===== src/rtl/deconcat_stream.sv =====
// rtl/deconcat_stream.sv - splits {feature, context2} words into two independently drained FIFO streams
// Optional feature: define DECONCAT_CNT_EN to add the 16-bit accepted-word counter and word_cnt port.

module deconcat_fifo #(
  parameter int WIDTH = 8,
  parameter int DEPTH = 4
) (
  input  logic             clk,
  input  logic             rst_n,
  input  logic             i_push,
  input  logic [WIDTH-1:0] i_wdata,
  input  logic             i_ready,
  output logic [WIDTH-1:0] o_rdata,
  output logic             o_valid,
  output logic             o_full
);
  localparam int AW = $clog2(DEPTH);
  localparam logic [AW:0] LP_DEPTH = (AW+1)'(DEPTH);

  logic [WIDTH-1:0] r_mem [DEPTH];
  logic [AW-1:0]    r_wr_ptr;
  logic [AW-1:0]    r_rd_ptr;
  logic [AW:0]      r_cnt;
  logic             w_pop;

  // valid gates the pop, so an empty FIFO can never be read
  assign w_pop   = o_valid && i_ready;
  assign o_rdata = r_mem[r_rd_ptr];
  assign o_valid = (r_cnt != '0);
  assign o_full  = (r_cnt == LP_DEPTH);

  // storage is left unreset; its content is don't-care while the FIFO is empty
  always_ff @(posedge clk) begin
    if (i_push) begin
      r_mem[r_wr_ptr] <= i_wdata;
    end
  end

  // pointer and occupancy bookkeeping; push+pop together leaves the count unchanged
  always_ff @(posedge clk or negedge rst_n) begin
    if (!rst_n) begin
      r_wr_ptr <= '0;
      r_rd_ptr <= '0;
      r_cnt    <= '0;
    end else begin
      if (i_push) begin
        r_wr_ptr <= r_wr_ptr + 1'b1;
      end
      if (w_pop) begin
        r_rd_ptr <= r_rd_ptr + 1'b1;
      end
      case ({i_push, w_pop})
        2'b10:   r_cnt <= r_cnt + 1'b1;
        2'b01:   r_cnt <= r_cnt - 1'b1;
        default: r_cnt <= r_cnt;
      endcase
    end
  end
endmodule

module deconcat_stream #(
  parameter int WIDTH = 8,
  parameter int DEPTH = 4
) (
  input  logic               clk,
  input  logic               rst_n,
  input  logic [2*WIDTH-1:0] in_data,
  input  logic               in_valid,
  output logic               in_ready,
  output logic [WIDTH-1:0]   feat_data,
  output logic               feat_valid,
  input  logic               feat_ready,
  output logic [WIDTH-1:0]   ctx_data,
  output logic               ctx_valid,
`ifdef DECONCAT_CNT_EN
  output logic [15:0]        word_cnt,
`endif
  input  logic               ctx_ready
);
  logic w_feat_full;
  logic w_ctx_full;
  logic w_push;

  // accept only when both FIFOs have room so the two streams stay index-aligned;
  // depends on registered counts only, never on the consumer readies
  assign in_ready = !w_feat_full && !w_ctx_full;
  assign w_push   = in_valid && in_ready;

  deconcat_fifo #(.WIDTH(WIDTH), .DEPTH(DEPTH)) u_feat_fifo (
    .clk     (clk),
    .rst_n   (rst_n),
    .i_push  (w_push),
    .i_wdata (in_data[2*WIDTH-1:WIDTH]),
    .i_ready (feat_ready),
    .o_rdata (feat_data),
    .o_valid (feat_valid),
    .o_full  (w_feat_full)
  );

  deconcat_fifo #(.WIDTH(WIDTH), .DEPTH(DEPTH)) u_ctx_fifo (
    .clk     (clk),
    .rst_n   (rst_n),
    .i_push  (w_push),
    .i_wdata (in_data[WIDTH-1:0]),
    .i_ready (ctx_ready),
    .o_rdata (ctx_data),
    .o_valid (ctx_valid),
    .o_full  (w_ctx_full)
  );

`ifdef DECONCAT_CNT_EN
  logic [15:0] r_word_cnt;

  // free-running count of accepted words, wrapping at 16 bits
  always_ff @(posedge clk or negedge rst_n) begin
    if (!rst_n) begin
      r_word_cnt <= '0;
    end else if (w_push) begin
      r_word_cnt <= r_word_cnt + 16'd1;
    end
  end

  assign word_cnt = r_word_cnt;
`endif
endmodule


===== config.mk =====
export PLATFORM = sky130hd
export DESIGN_NAME = deconcat_stream
export DESIGN_NICKNAME = d
export VERILOG_FILES = /design/src/rtl/deconcat_stream.sv
export SDC_FILE = /design/constraint.sdc
export NUM_CORES = 1
export LEC_CHECK = 0
export ABC_CLOCK_PERIOD_IN_PS = 3000
export BUFFER_PORTS_ARGS = -buffer_cell sky130_fd_sc_hd__buf_2
export CAP_MARGIN = 10
export CORE_ASPECT_RATIO = 0.75
export CORE_UTILIZATION = 61
export DETAILED_ROUTE_END_ITERATION = 10
export HOLD_SLACK_MARGIN = 0.08
export PLACE_DENSITY = 0.83
export SKIP_CTS_REPAIR_TIMING = 1
export SYNTH_ARGS = -nofsm -noshare
export SYNTH_HDL_FRONTEND = slang
export SYNTH_SLANG_ARGS = --single-unit

===== constraint.sdc =====
create_clock -name clk -period 3 [get_ports clk]
set_input_delay 0.45 -clock clk [delete_from_list [all_inputs] [get_ports clk]]
set_output_delay 0.45 -clock clk [all_outputs]
set_load 0.02 [all_outputs]

==> impl_summary.md, run 1 <==
Clock tree
Counting every sink on the clock net gives 78. The H-tree generated during clock tree synthesis spans 3 levels. Buffers inserted during clock tree synthesis total 9. Clock latency on the worst-skew pair, taken at its later pin, is 340 ps. The TritonCTS clock tree is built. The tree is rooted in a sky130_fd_sc_hd__clkbuf_8. The clock passes through at most 2 buffers. After clock tree synthesis, the clock-pin slew on the worst setup and hold paths is 80 ps.

GRT
The global router's overall resource usage is 19.9%. Entering global routing, the biggest net connects 15 pins. The via count of the first global-routing pass came to 1543. The initial antenna violation count is 0.

The first global-routing pass estimated 7640 um of wire. Summed over all layers, the global routing overflow is 0.

Yosys
The biggest area contributor in the post-synthesis netlist is sky130_fd_sc_hd__edfxtp_1. Ranked by total cell area, the synthesized netlist is headed by sky130_fd_sc_hd__edfxtp_1, sky130_fd_sc_hd__mux4_2, sky130_fd_sc_hd__dfrtp_1. The largest family of logic cells by synthesized area is multiplexers.

Of the total synthesized cell area, the portion taken by full adders, half adders and majority gates is 5.23%. The post-synthesis async set-or-reset flop share is 17.9%. Dividing the synthesized area by the synthesized cell count gives 19.9 um^2.

The Yosys step of the flow raised 0 warnings. Yosys mapped a number of flops with a built-in enable equal to 64. The predominant post-synthesis flop cell is sky130_fd_sc_hd__edfxtp_1. Summing the sequential cell areas from Yosys gives 71.9% of the chip area. The number of flip-flops and latches in the synthesized netlist is 78. The share of the synthesized area in compound gates (AO/OA/AOI/OAI) is 1.62%. The mapped netlist covers 3160 um^2.

The number of nets handed over by synthesis was 192. The basic-gate share of the synthesized area counting and, or, nand and nor cells is 2.77%. In the synthesized netlist, the number of instances is 159. In this run, distinct cell masters in the synthesized netlist total 21. The portion of synthesized area spent on multiplexers is 12.8%. Of the total synthesized cell area, the portion taken by XOR and XNOR cells is 3.33%. The share of the synthesized area in the top cell type is 60.9%.

Floorplanning
Measured along the x axis, the die boundary spans 85.1 um. The height of the die is 64.3 um. In this run the core area contains 22 standard-cell rows. The die covers 5470 um^2. The placeable core region is 4930 um^2.

The number of placed I/O pins is 40. The effective utilization at floorplan is 64.1%.

Cells and area
The fraction of final layout cells with drive strength greater than 1 is 34.3%. Cells fill 74.2% of the core in the end. The area added between synthesis and finish is 15.7%. The repair_antennas step left the layout with diodes totalling 0.

The net count reported at finish is 238.

Route
The DRC marker count from the first detailed-route iteration is 46. Wires add up to 4700 um. The remaining routing DRC violations is 0. Dividing the detail-routed wire length by the instance count gives 17.4 um. The pre-antenna-repair detailed-routing pass consisted of 4 iterations. The total number of vias is 1510. The per-cell via count in the routed design is 5.59. Once detail routing completed, the nets flagged for antenna violations numbered 0.

STA
Counting I/O delays and the setup requirement, the final critical path takes 2270 ps. Adding up every negative setup slack in the final design gives 0 ps. The clock skew is 8.55 ps. The top achievable clock speed is 441 MHz. The actual slew at the worst max-slew pin is 582 ps. Setup violations remaining at the end of the flow were counted as 0.

The share of the clock period used by the worst path after layout is 75.5%. Measured against its own limit, the worst slew margin works out to 61.2%. Setup repair after global routing left no endpoint under its margin. The final hold violation count is 0. The final max-slew violation count is 0. The smallest setup slack after layout is 734 ps.

Placement
The congestion estimate from routability-driven global placement came to 0.746. The count of input and output buffers is 39. Detailed placement finished with a half-perimeter wire length of 3370 um. At the placement stage, the worst setup path has a slack of 792 ps.

Setup path
STA puts the critical path data required time at 2550 ps. The data arrival time of the critical path is 1820 ps. The classification of the worst setup path is reg2out. The startpoint type of the worst setup path is a flip-flop. The worst setup path is captured at an output pin. The critical-path maximum fanout is 10.

Run status
The run finished with clean final reports.

Power
The ratio of total power to cell area is 1060 nW/um^2. The worst ir drop on vdd is 0.662 mV. In this run the static leakage power is 1.38 nW.

Min path
The path class of the tightest hold or removal check is in2reg.

Flow run
Max-cap violations in this run came to 0.
==> cell usage in the layout (no fill, tap or decap), types with 6 or more instances in the layout <==
| cell type | synthesis | routed |
|---|---|---|
| sky130_fd_sc_hd__and2_1 | 8 | 8 |
| sky130_fd_sc_hd__buf_2 | 2 | 39 |
| sky130_fd_sc_hd__clkbuf_8 | 0 | 9 |
| sky130_fd_sc_hd__dfrtp_1 | 14 | 14 |
| sky130_fd_sc_hd__edfxtp_1 | 64 | 64 |
| sky130_fd_sc_hd__ha_1 | 10 | 10 |
| sky130_fd_sc_hd__inv_1 | 12 | 12 |
| sky130_fd_sc_hd__mux4_2 | 16 | 16 |
| sky130_fd_sc_hd__xnor2_1 | 6 | 6 |
| sky130_fd_sc_hd__xor2_1 | 6 | 6 |
==> routing by layer <==
layer / part of all wire [%] / up-vias / global-route usage [%]
met5: 0 / - / 0
met4: 1.1 / 0 / 5.93
met3: 5.6 / 9 / 8.01
met2: 50 / 44 / 31.4
met1: 43 / 757 / 25.8
li1: - / 700 / -
==> worst max-delay path, cell delays in order (launching register included) <==
cell,delay (ps)
sky130_fd_sc_hd__dfrtp_1,720
sky130_fd_sc_hd__mux4_2,590
sky130_fd_sc_hd__buf_2,180
==> cell type report <==
type / instances / area [um^2]
Inverter: 12 / 45.0
Tap cell: 60 / 75.1
Clock buffer: 10 / 128
Timing Repair Buffer: 40 / 205
Clock inverter: 6 / 118
Sequential cell: 78 / 2270
Multi-Input combinational cell: 64 / 812
Fill cell: 279 / 1270
==> metrics by stage <==
stage | cells | instance area [um^2] | hold WS, ps | power [W]
2_1_floorplan | 159 | 3160 | 154 | 0.00263
3_3_place_gp | 253 | 3400 | 350 | 0.00289
3_5_place_dp | 253 | 3400 | 369 | 0.00298
4_1_cts | 269 | 3640 | 1.13 | 0.00390
5_1_grt | 270 | 3650 | 306 | 0.00408
6_report | 270 | 3650 | 328 | 0.00386
==> registers in the layout (all words and copies together) (netlist names) <==
signal,count
u_ctx_fifo.r_rd_ptr,2
u_ctx_fifo.r_mem,32
u_ctx_fifo.r_cnt,3
u_ctx_fifo.r_wr_ptr,2
u_feat_fifo.r_mem,32
u_feat_fifo.r_wr_ptr,2
u_feat_fifo.r_rd_ptr,2
u_feat_fifo.r_cnt,3
==> cell usage after synthesis (3+ instances only) <==
master	instances
sky130_fd_sc_hd__edfxtp_1	64
sky130_fd_sc_hd__inv_1	12
sky130_fd_sc_hd__ha_1	10
sky130_fd_sc_hd__xor2_1	6
sky130_fd_sc_hd__and2_1	8
sky130_fd_sc_hd__xnor2_1	6
sky130_fd_sc_hd__mux4_2	16
sky130_fd_sc_hd__nor2_1	3
sky130_fd_sc_hd__dfrtp_1	14
==> path summary, 6_finish.rpt <==
check                      cells after the start  slack (ps)                      to              startpoint
max in group asynchronous                      2        2210  u_ctx_fifo.r_wr_ptr[1]                   rst_n
min                                            1         330  u_ctx_fifo.r_mem[0][2]              in_data[2]
max reg2reg                                    9         800    u_feat_fifo.r_cnt[2]    u_feat_fifo.r_cnt[0]
max                                            2         730             ctx_data[7]  u_ctx_fifo.r_rd_ptr[0]
min reg2reg                                    1         540     u_ctx_fifo.r_cnt[0]     u_ctx_fifo.r_cnt[0]
min in group asynchronous                      2         540    u_feat_fifo.r_cnt[1]                   rst_n
==> kinds of logic (layout without fill, tap and decap cells) <==
| family | after synthesis | in the layout |
|---|---|---|
| buffers and inverters | 17 | 68 |
| adder cells (fa/ha/maj) | 12 | 12 |
| flip-flops | 78 | 78 |
| AO/OA/AOI/OAI | 4 | 4 |
| multiplexers | 20 | 20 |
| AND/OR/NAND/NOR | 16 | 16 |
| XOR/XNOR | 12 | 12 |
==> power by group <==
group	switching [W]	internal (W)	leakage [nW]
Combinational	0.000648	0.000564	0.514
Clock	0.000366	0.000561	0.119
Sequential	0.000248	0.00147	0.748
Total	0.00126	0.00260	1.38
(Power assumes the default switching activity.)
==> inputs of run 2 (changes only) <==
--- a/config.mk
+++ b/config.mk
@@ -5,14 +5,14 @@
 export SDC_FILE = /design/constraint.sdc
 export NUM_CORES = 1
 export LEC_CHECK = 0
-export ABC_CLOCK_PERIOD_IN_PS = 3000
+export ABC_CLOCK_PERIOD_IN_PS = 2050
 export BUFFER_PORTS_ARGS = -buffer_cell sky130_fd_sc_hd__buf_2
 export CAP_MARGIN = 10
 export CORE_ASPECT_RATIO = 0.75
-export CORE_UTILIZATION = 61
+export CORE_UTILIZATION = 51
 export DETAILED_ROUTE_END_ITERATION = 10
 export HOLD_SLACK_MARGIN = 0.08
-export PLACE_DENSITY = 0.83
+export PLACE_DENSITY = 0.74
 export SKIP_CTS_REPAIR_TIMING = 1
 export SYNTH_ARGS = -nofsm -noshare
 export SYNTH_HDL_FRONTEND = slang
==> constraint.sdc (replaced) <==
create_clock -name clk -period 2.05 [get_ports clk]
set_input_delay 0.3075 -clock clk [delete_from_list [all_inputs] [get_ports clk]]
set_output_delay 0.3075 -clock clk [all_outputs]
set_load 0.02 [all_outputs]
==> impl_summary.md, run 2 (same netlist as run 1, synthesis figures left out) <==
Clock tree
The clock network latency to the later pin of the worst-skew pair was 340 ps (about the same). The clock root buffer is sky130_fd_sc_hd__clkbuf_8. The number of levels the H-tree was split into was 3 (unchanged).

The CTS sink count was 78 (unchanged). TritonCTS built the clock tree. The total clock buffers created by CTS came to 9 (unchanged). The maximum clock path buffer count came to 2 (unchanged).

The CTS clock-pin slew for the worst setup and hold paths was 80 ps (about the same).

Cells and area
The utilization after layout is 61.6% (-13 points). The net count reported at finish is 241 (+1.3%). The count of placed standard cells in the final layout, fillers left out is 291 (+7.8%). The top cell types in the final layout, fill and taps aside, are sky130_fd_sc_hd__edfxtp_1, sky130_fd_sc_hd__buf_2, sky130_fd_sc_hd__mux4_2.

The total of fill cells in the finished design is 459 (+65%). The fraction of final layout cells with drive strength greater than 1 is 35.2% (+0.93 points). The multi-input combinational cell area is 820 um^2 (+0.92%). The total inserted antenna cells is 0 (unchanged). The area added between synthesis and finish is 14.9%.

The library cell used most frequently in the layout, excluding fill and tap cells, is sky130_fd_sc_hd__edfxtp_1. The largest registers in the layout are u_ctx_fifo.r_mem: 32 flops, u_feat_fifo.r_mem: 32 flops. The area taken by flip-flops and latches was 2270 um^2 (unchanged).

STA
The worst hold slack is 178 ps (-149 ps). The actual slew at the worst max-slew pin is 487 ps (-94.8 ps). The smallest setup slack after layout is 143 ps (-591 ps). The final hold violation count came to 0 (unchanged). The share of the clock period used by the worst path after layout is 93.0%. The clock skew is 8.16 ps (-0.394 ps).

The worst max-slew margin expressed relative to the limit is 67.5% (+6.3 points). The final critical delay including setup and external delays is 1910 ps. The post-route setup TNS is 0 ps (unchanged). The top achievable clock speed is 524 MHz.

Setup repair after global routing left no endpoint under its margin. The final-report setup violation count is 0 (unchanged). The final max-slew violation count is 0 (unchanged).

Setup path
Walking the worst path, the cells encountered are buf_4, mux4_2, buf_2. The number of cells on the worst reg-to-reg path is 9 (unchanged). The delay of the slowest cell on the worst path is 540 ps (-180 ps). The required time at the endpoint of the critical path is 1740 ps (-810 ps). The critical path depth in cells is 3 (+1).

For this design, the slowest cell found on the critical path is sky130_fd_sc_hd__mux4_2. The cell family contributing the most delay on the critical path is multiplexers. The kind of capture point of the worst setup path is an output pin. The critical-path maximum fanout came to 10 (unchanged). The worst setup path is launched from a flip-flop.

The combined buffer and inverter count along the critical path came to 2 (+1). The classification of the worst setup path is reg2out. The data arrival time of the critical path came to 1600 ps (-220 ps).

GRT
The initial antenna violation count came to 0 (unchanged). The global-route wire length before repair came to 8180 um (+7.1%). The total grt overflow is 0 (unchanged).

The global router's overall resource usage is 17.8% (-2.1 points). The largest net degree at the start of global routing is 15 (unchanged). The via count of the first global-routing pass is 1633 (+5.8%).

Placement
The cell count after placement came to 274 (+8.3%). The half-perimeter wire length of the detailed placement result was 3530 um (+4.8%). The worst setup slack after placement is 71.7 ps (-720 ps).

The placer congestion estimate is 0.684 (-8.3%). The count of input and output buffers is 39 (unchanged).

Floorplanning
The number of placed I/O pins came to 40 (unchanged). The horizontal extent of the die is 92.9 um (+9.1%). The height of the die came to 70.2 um (+9.1%).

The effective utilization at floorplan came to 53.7% (-10 points). The floorplan die area came to 6510 um^2 (+19%). The number of placement rows is 24 (+9.1%). The placeable core region is 5890 um^2 (+19%).

Route
The DRC marker count from the first detailed-route iteration was 98 (+110%). The number of iterations in the first detailed-routing pass is 4 (unchanged). The average routed wire per standard cell is 17.0 um (-2.2%). The total number of vias is 1509 (-0.066%). The post-route antenna net violation count is 0 (unchanged). The remaining routing DRC violations is 0 (unchanged). The wire length after detailed routing is 4960 um (+5.4%). The per-cell via count in the routed design was 5.19 (-7.3%).

Power
The worst ir drop on vdd is 0.717 mV (+8.3%). The ratio of total power to cell area is 1470 nW/um^2 (+39%). The static leakage is 1.36 nW (-1.5%).

Run status
The run finished with clean final reports.

Flow run
The number of maximum-capacitance constraint violations came to 0 (unchanged).

Min path
The worst hold path depth was 1 (unchanged). The min-delay analysis places its worst path in the category in2reg.
==> run 2: worst register-to-register path, delay by kind of cell, from the launching register on <==
| kind | cells | cell delay, ps |
|---|---|---|
| buf+inv | 2 | 150 |
| flops | 1 | 430 |
| fa+ha+maj | 2 | 560 |
| simple gates | 2 | 290 |
| compound gates | 1 | 90 |
| xor+xnor | 2 | 300 |
==> run 2: metrics by stage <==
stage	instance area, um^2	power (W)
6_report	3630	0.00533
5_1_grt	3630	0.00565
4_1_cts	3610	0.00539
3_5_place_dp	3440	0.00444
3_3_place_gp	3440	0.00429
2_1_floorplan	3160	0.00385
==> run 2: cell type report <==
cell class | instances | area share (%)
Clock buffer | 10 | 3.52
Clock inverter | 6 | 1.07
Inverter | 12 | 1.24
Multi-Input combinational cell | 64 | 22.6
Sequential cell | 78 | 62.6
Tap cell | 78 | 2.69
Timing Repair Buffer | 43 | 6.28
==> run 2: power breakdown <==
group	internal, W	leakage, nW	total, W	switching, W
clock network	0.000435	0.0837	0.000961	0.000526
logic	0.000866	0.530	0.00194	0.00107
registers	0.00216	0.748	0.00243	0.000273
total	0.00346	1.36	0.00533	0.00187
==> run 2: worst paths after layout <==
path | start | endpoint | slack (ps)
setup reg to reg | u_ctx_fifo.r_cnt[0] | u_feat_fifo.r_cnt[2] | 160
setup / recovery | u_ctx_fifo.r_rd_ptr[0] | ctx_data[0] | 140
hold / removal | in_data[1] | u_ctx_fifo.r_mem[0][1] | 180
max in group asynchronous | rst_n | u_feat_fifo.r_rd_ptr[1] | 1400
hold reg to reg | u_feat_fifo.r_wr_ptr[1] | u_feat_fifo.r_wr_ptr[1] | 560
min in group asynchronous | rst_n | u_ctx_fifo.r_cnt[1] | 410
==> run 2: metal layers <==
metal  share of wire (%)  track usage [%]  wire length, um  vias to the layer above
li1                    -                -                -                      701
met1                  42             22.1             2090                      774
met2                  53             28.5             2610                       29
met3                 4.3             6.54              213                        5
met4                0.93             7.18               46                        0
met5                   0                0                0                        -
==> inputs of run 3 (changes only) <==
--- a/config.mk
+++ b/config.mk
@@ -13,6 +13,7 @@
 export DETAILED_ROUTE_END_ITERATION = 10
 export HOLD_SLACK_MARGIN = 0.08
 export PLACE_DENSITY = 0.74
+export REMOVE_ABC_BUFFERS = 1
 export SKIP_CTS_REPAIR_TIMING = 1
 export SYNTH_ARGS = -nofsm -noshare
 export SYNTH_HDL_FRONTEND = slang
==> impl_summary.md, run 3 (same netlist as run 1, synthesis figures left out) <==
GRT
The largest net degree at the start of global routing is 15 (unchanged). The total grt overflow is 0 (unchanged). The global-route wire length before repair is 8930 um (+9.1%).

The initial antenna violation count is 0 (unchanged). The global router's overall resource usage is 19.5% (+1.7 points). The via count of the first global-routing pass is 1705 (+4.4%).

Floorplanning
The placeable core region is 5890 um^2 (unchanged). The number of placement rows came to 24 (unchanged). The horizontal extent of the die is 92.9 um (unchanged). The height of the die is 70.2 um (unchanged). The floorplan die area was 6510 um^2 (unchanged). The effective utilization at floorplan is 53.7% (unchanged). The number of placed I/O pins came to 40 (unchanged).

Power
The ratio of total power to cell area is 1560 nW/um^2 (+6.3%). The clock network fraction of design power came to 23.1% (+5.1 points). The worst ir drop on vdd is 0.616 mV (-14%). The share of power burned in registers is 41.9% (-3.7 points).

The share of total power in combinational logic is 35.0% (-1.4 points). The net load switching power is 0.00192 W (+2.7%). The switching power share of the total is 32.8% (-2.3 points). The internal power was 0.00393 W (+14%).

The static leakage is 1.41 nW (+3.6%). The total power of the final layout is 0.00585 W (+9.8%).

Cells and area
In the final layout, the registers with the most flip-flops are u_ctx_fifo.r_mem: 32 flops, u_feat_fifo.r_mem: 32 flops. The area added between synthesis and finish is 18.7%. In the layout the commonest cells are sky130_fd_sc_hd__edfxtp_1, sky130_fd_sc_hd__buf_2, sky130_fd_sc_hd__mux4_2. The area taken by flip-flops and latches is 2270 um^2 (+0.11%). The total of fill cells in the finished design is 435 (-5.2%). The most common cell after layout, fill and taps aside is sky130_fd_sc_hd__edfxtp_1. The fraction of final layout cells with drive strength greater than 1 was 38.4% (+3.2 points). The total inserted antenna cells is 0 (unchanged). The net count reported at finish is 244 (+1.2%).

The multi-input combinational cell area is 840 um^2 (+2.4%).

STA
The post-route setup TNS is 0 ps (unchanged). The top achievable clock speed was 521 MHz (-0.63%). The actual slew at the worst max-slew pin is 468 ps (-19.0 ps).

Setup repair after global routing left no endpoint under its margin. The clock skew is 8.73 ps (+0.567 ps). The worst hold slack is 170 ps (-8.14 ps). The final max-slew violation count is 0 (unchanged).

The final hold violation count is 0 (unchanged). The final critical delay including setup and external delays was 1920 ps (+12.0 ps). The worst max-slew margin expressed relative to the limit came to 68.8% (+1.3 points). The share of the clock period used by the worst path after layout is 93.6% (+0.59 points). The final-report setup violation count is 0 (unchanged).

Clock tree
The maximum clock path buffer count is 2 (unchanged). The number of levels the H-tree was split into came to 3 (unchanged). The clock network latency to the later pin of the worst-skew pair came to 340 ps (about the same).

The CTS sink count came to 78 (unchanged). The total clock buffers created by CTS is 9 (unchanged). The clock root buffer is sky130_fd_sc_hd__clkbuf_8. The CTS clock-pin slew for the worst setup and hold paths was 80 ps (about the same). TritonCTS built the clock tree.

Run status
The run finished with clean final reports.

Placement
The count of input and output buffers was 39 (unchanged). The placer congestion estimate is 0.715 (+4.6%). The half-perimeter wire length of the detailed placement result came to 3860 um (+9.4%).

Setup path
The required time at the endpoint of the critical path is 1740 ps (about the same). Traced cell by cell, the critical path runs through buf_4, mux4_2, buf_2. The kind of capture point of the worst setup path is an output pin. The combined buffer and inverter count along the critical path is 2 (unchanged).

The delay of the slowest cell on the worst path is 550 ps (about the same). The startpoint type of the worst setup path is a flip-flop. The category of cells accounting for the largest share of critical-path delay is multiplexers. The critical-path maximum fanout is 10 (unchanged). The data arrival time of the critical path is 1610 ps (about the same). The classification of the worst setup path is reg2out. The slowest stage cell on the critical path is sky130_fd_sc_hd__mux4_2. The internal reg-to-reg setup slack is 130 ps (-30 ps).

Route
The average routed wire per standard cell was 18.3 um (+7.5%). The remaining routing DRC violations is 0 (unchanged). The per-cell via count in the routed design is 5.23 (+0.82%). The post-route antenna net violation count was 0 (unchanged). The wire length after detailed routing is 5380 um (+8.6%). The number of iterations in the first detailed-routing pass is 4 (unchanged). The total number of vias was 1537 (+1.9%).

The DRC marker count from the first detailed-route iteration came to 106 (+8.2%).

Flow run
The number of maximum-capacitance constraint violations is 0 (unchanged).

Min path
In this run the worst hold path is classified as in2reg.
==> run 3: cell count changes in the layout (fill, tap and decap cells not counted), sizes merged <==
cell | before | now
clkbuf | 10 | 12
buf | 42 | 45
clkinvlp | 1 | 0
bufinv | 0 | 3
clkinv | 5 | 1
==> run 3: area by class of cell <==
type                            instances  share of cell area (%)
Clock buffer                           12                    3.87
Clock inverter                          4                    2.54
Inverter                               12                    1.20
Multi-Input combinational cell         64                    22.4
Sequential cell                        78                    60.7
Tap cell                               78                    2.60
Timing Repair Buffer                   46                    6.68
==> run 3: worst reg2reg max path, cell delays in order, from the launching register on <==
cell                       delay, ps
sky130_fd_sc_hd__dfrtp_1         440
sky130_fd_sc_hd__nor2_4          160
sky130_fd_sc_hd__a221oi_4         80
sky130_fd_sc_hd__inv_2            90
sky130_fd_sc_hd__ha_2            190
sky130_fd_sc_hd__inv_1            60
sky130_fd_sc_hd__fa_1            380
sky130_fd_sc_hd__xor2_1          150
sky130_fd_sc_hd__nor2_1          120
sky130_fd_sc_hd__xor2_1          180
==> run 3: final timing paths <==
check / from / end / cells past startpoint
worst min register to register: u_feat_fifo.r_cnt[2] / u_feat_fifo.r_cnt[2] / 1
worst min-delay path: in_data[7] / u_ctx_fifo.r_mem[3][7] / 1
max in group asynchronous: rst_n / u_feat_fifo.r_cnt[2] / 2
worst max-delay path: u_feat_fifo.r_rd_ptr[0] / feat_data[2] / 3
min in group asynchronous: rst_n / u_ctx_fifo.r_cnt[2] / 2
worst max register to register: u_ctx_fifo.r_cnt[1] / u_ctx_fifo.r_cnt[2] / 9
==> run 3: power groups by stage <==
stage / clock (W) / combinational [W] / sequential [W]
2_1_floorplan: 0 / 0.00135 / 0.00245
3_3_place_gp: 0 / 0.00187 / 0.00241
3_5_place_dp: 0 / 0.00199 / 0.00247
4_1_cts: 0.00139 / 0.00201 / 0.00244
5_1_grt: 0.00146 / 0.00226 / 0.00250
6_report: 0.00135 / 0.00205 / 0.00245
==> run 3: metal layers <==
metal	routed length [um]	vias to the layer above	part of all wire (%)	track usage (%)
met5	0	-	0	0
met4	63	0	1.2	5.13
met3	249	8	4.6	7.73
met2	2900	27	54	32.9
met1	2170	798	40	23.5
li1	-	704	-	-
==> run 3: metrics by stage <==
step	instance area [um^2]	std cells	utilization [%]	worst slack, ps
floorplan	3130	154	-	134
detailed placement	3440	274	58.5	62.4
global placement	3440	274	58.5	203
global route	3750	294	63.7	14.6
finish	3750	294	63.7	131
CTS	3680	290	62.6	38.7
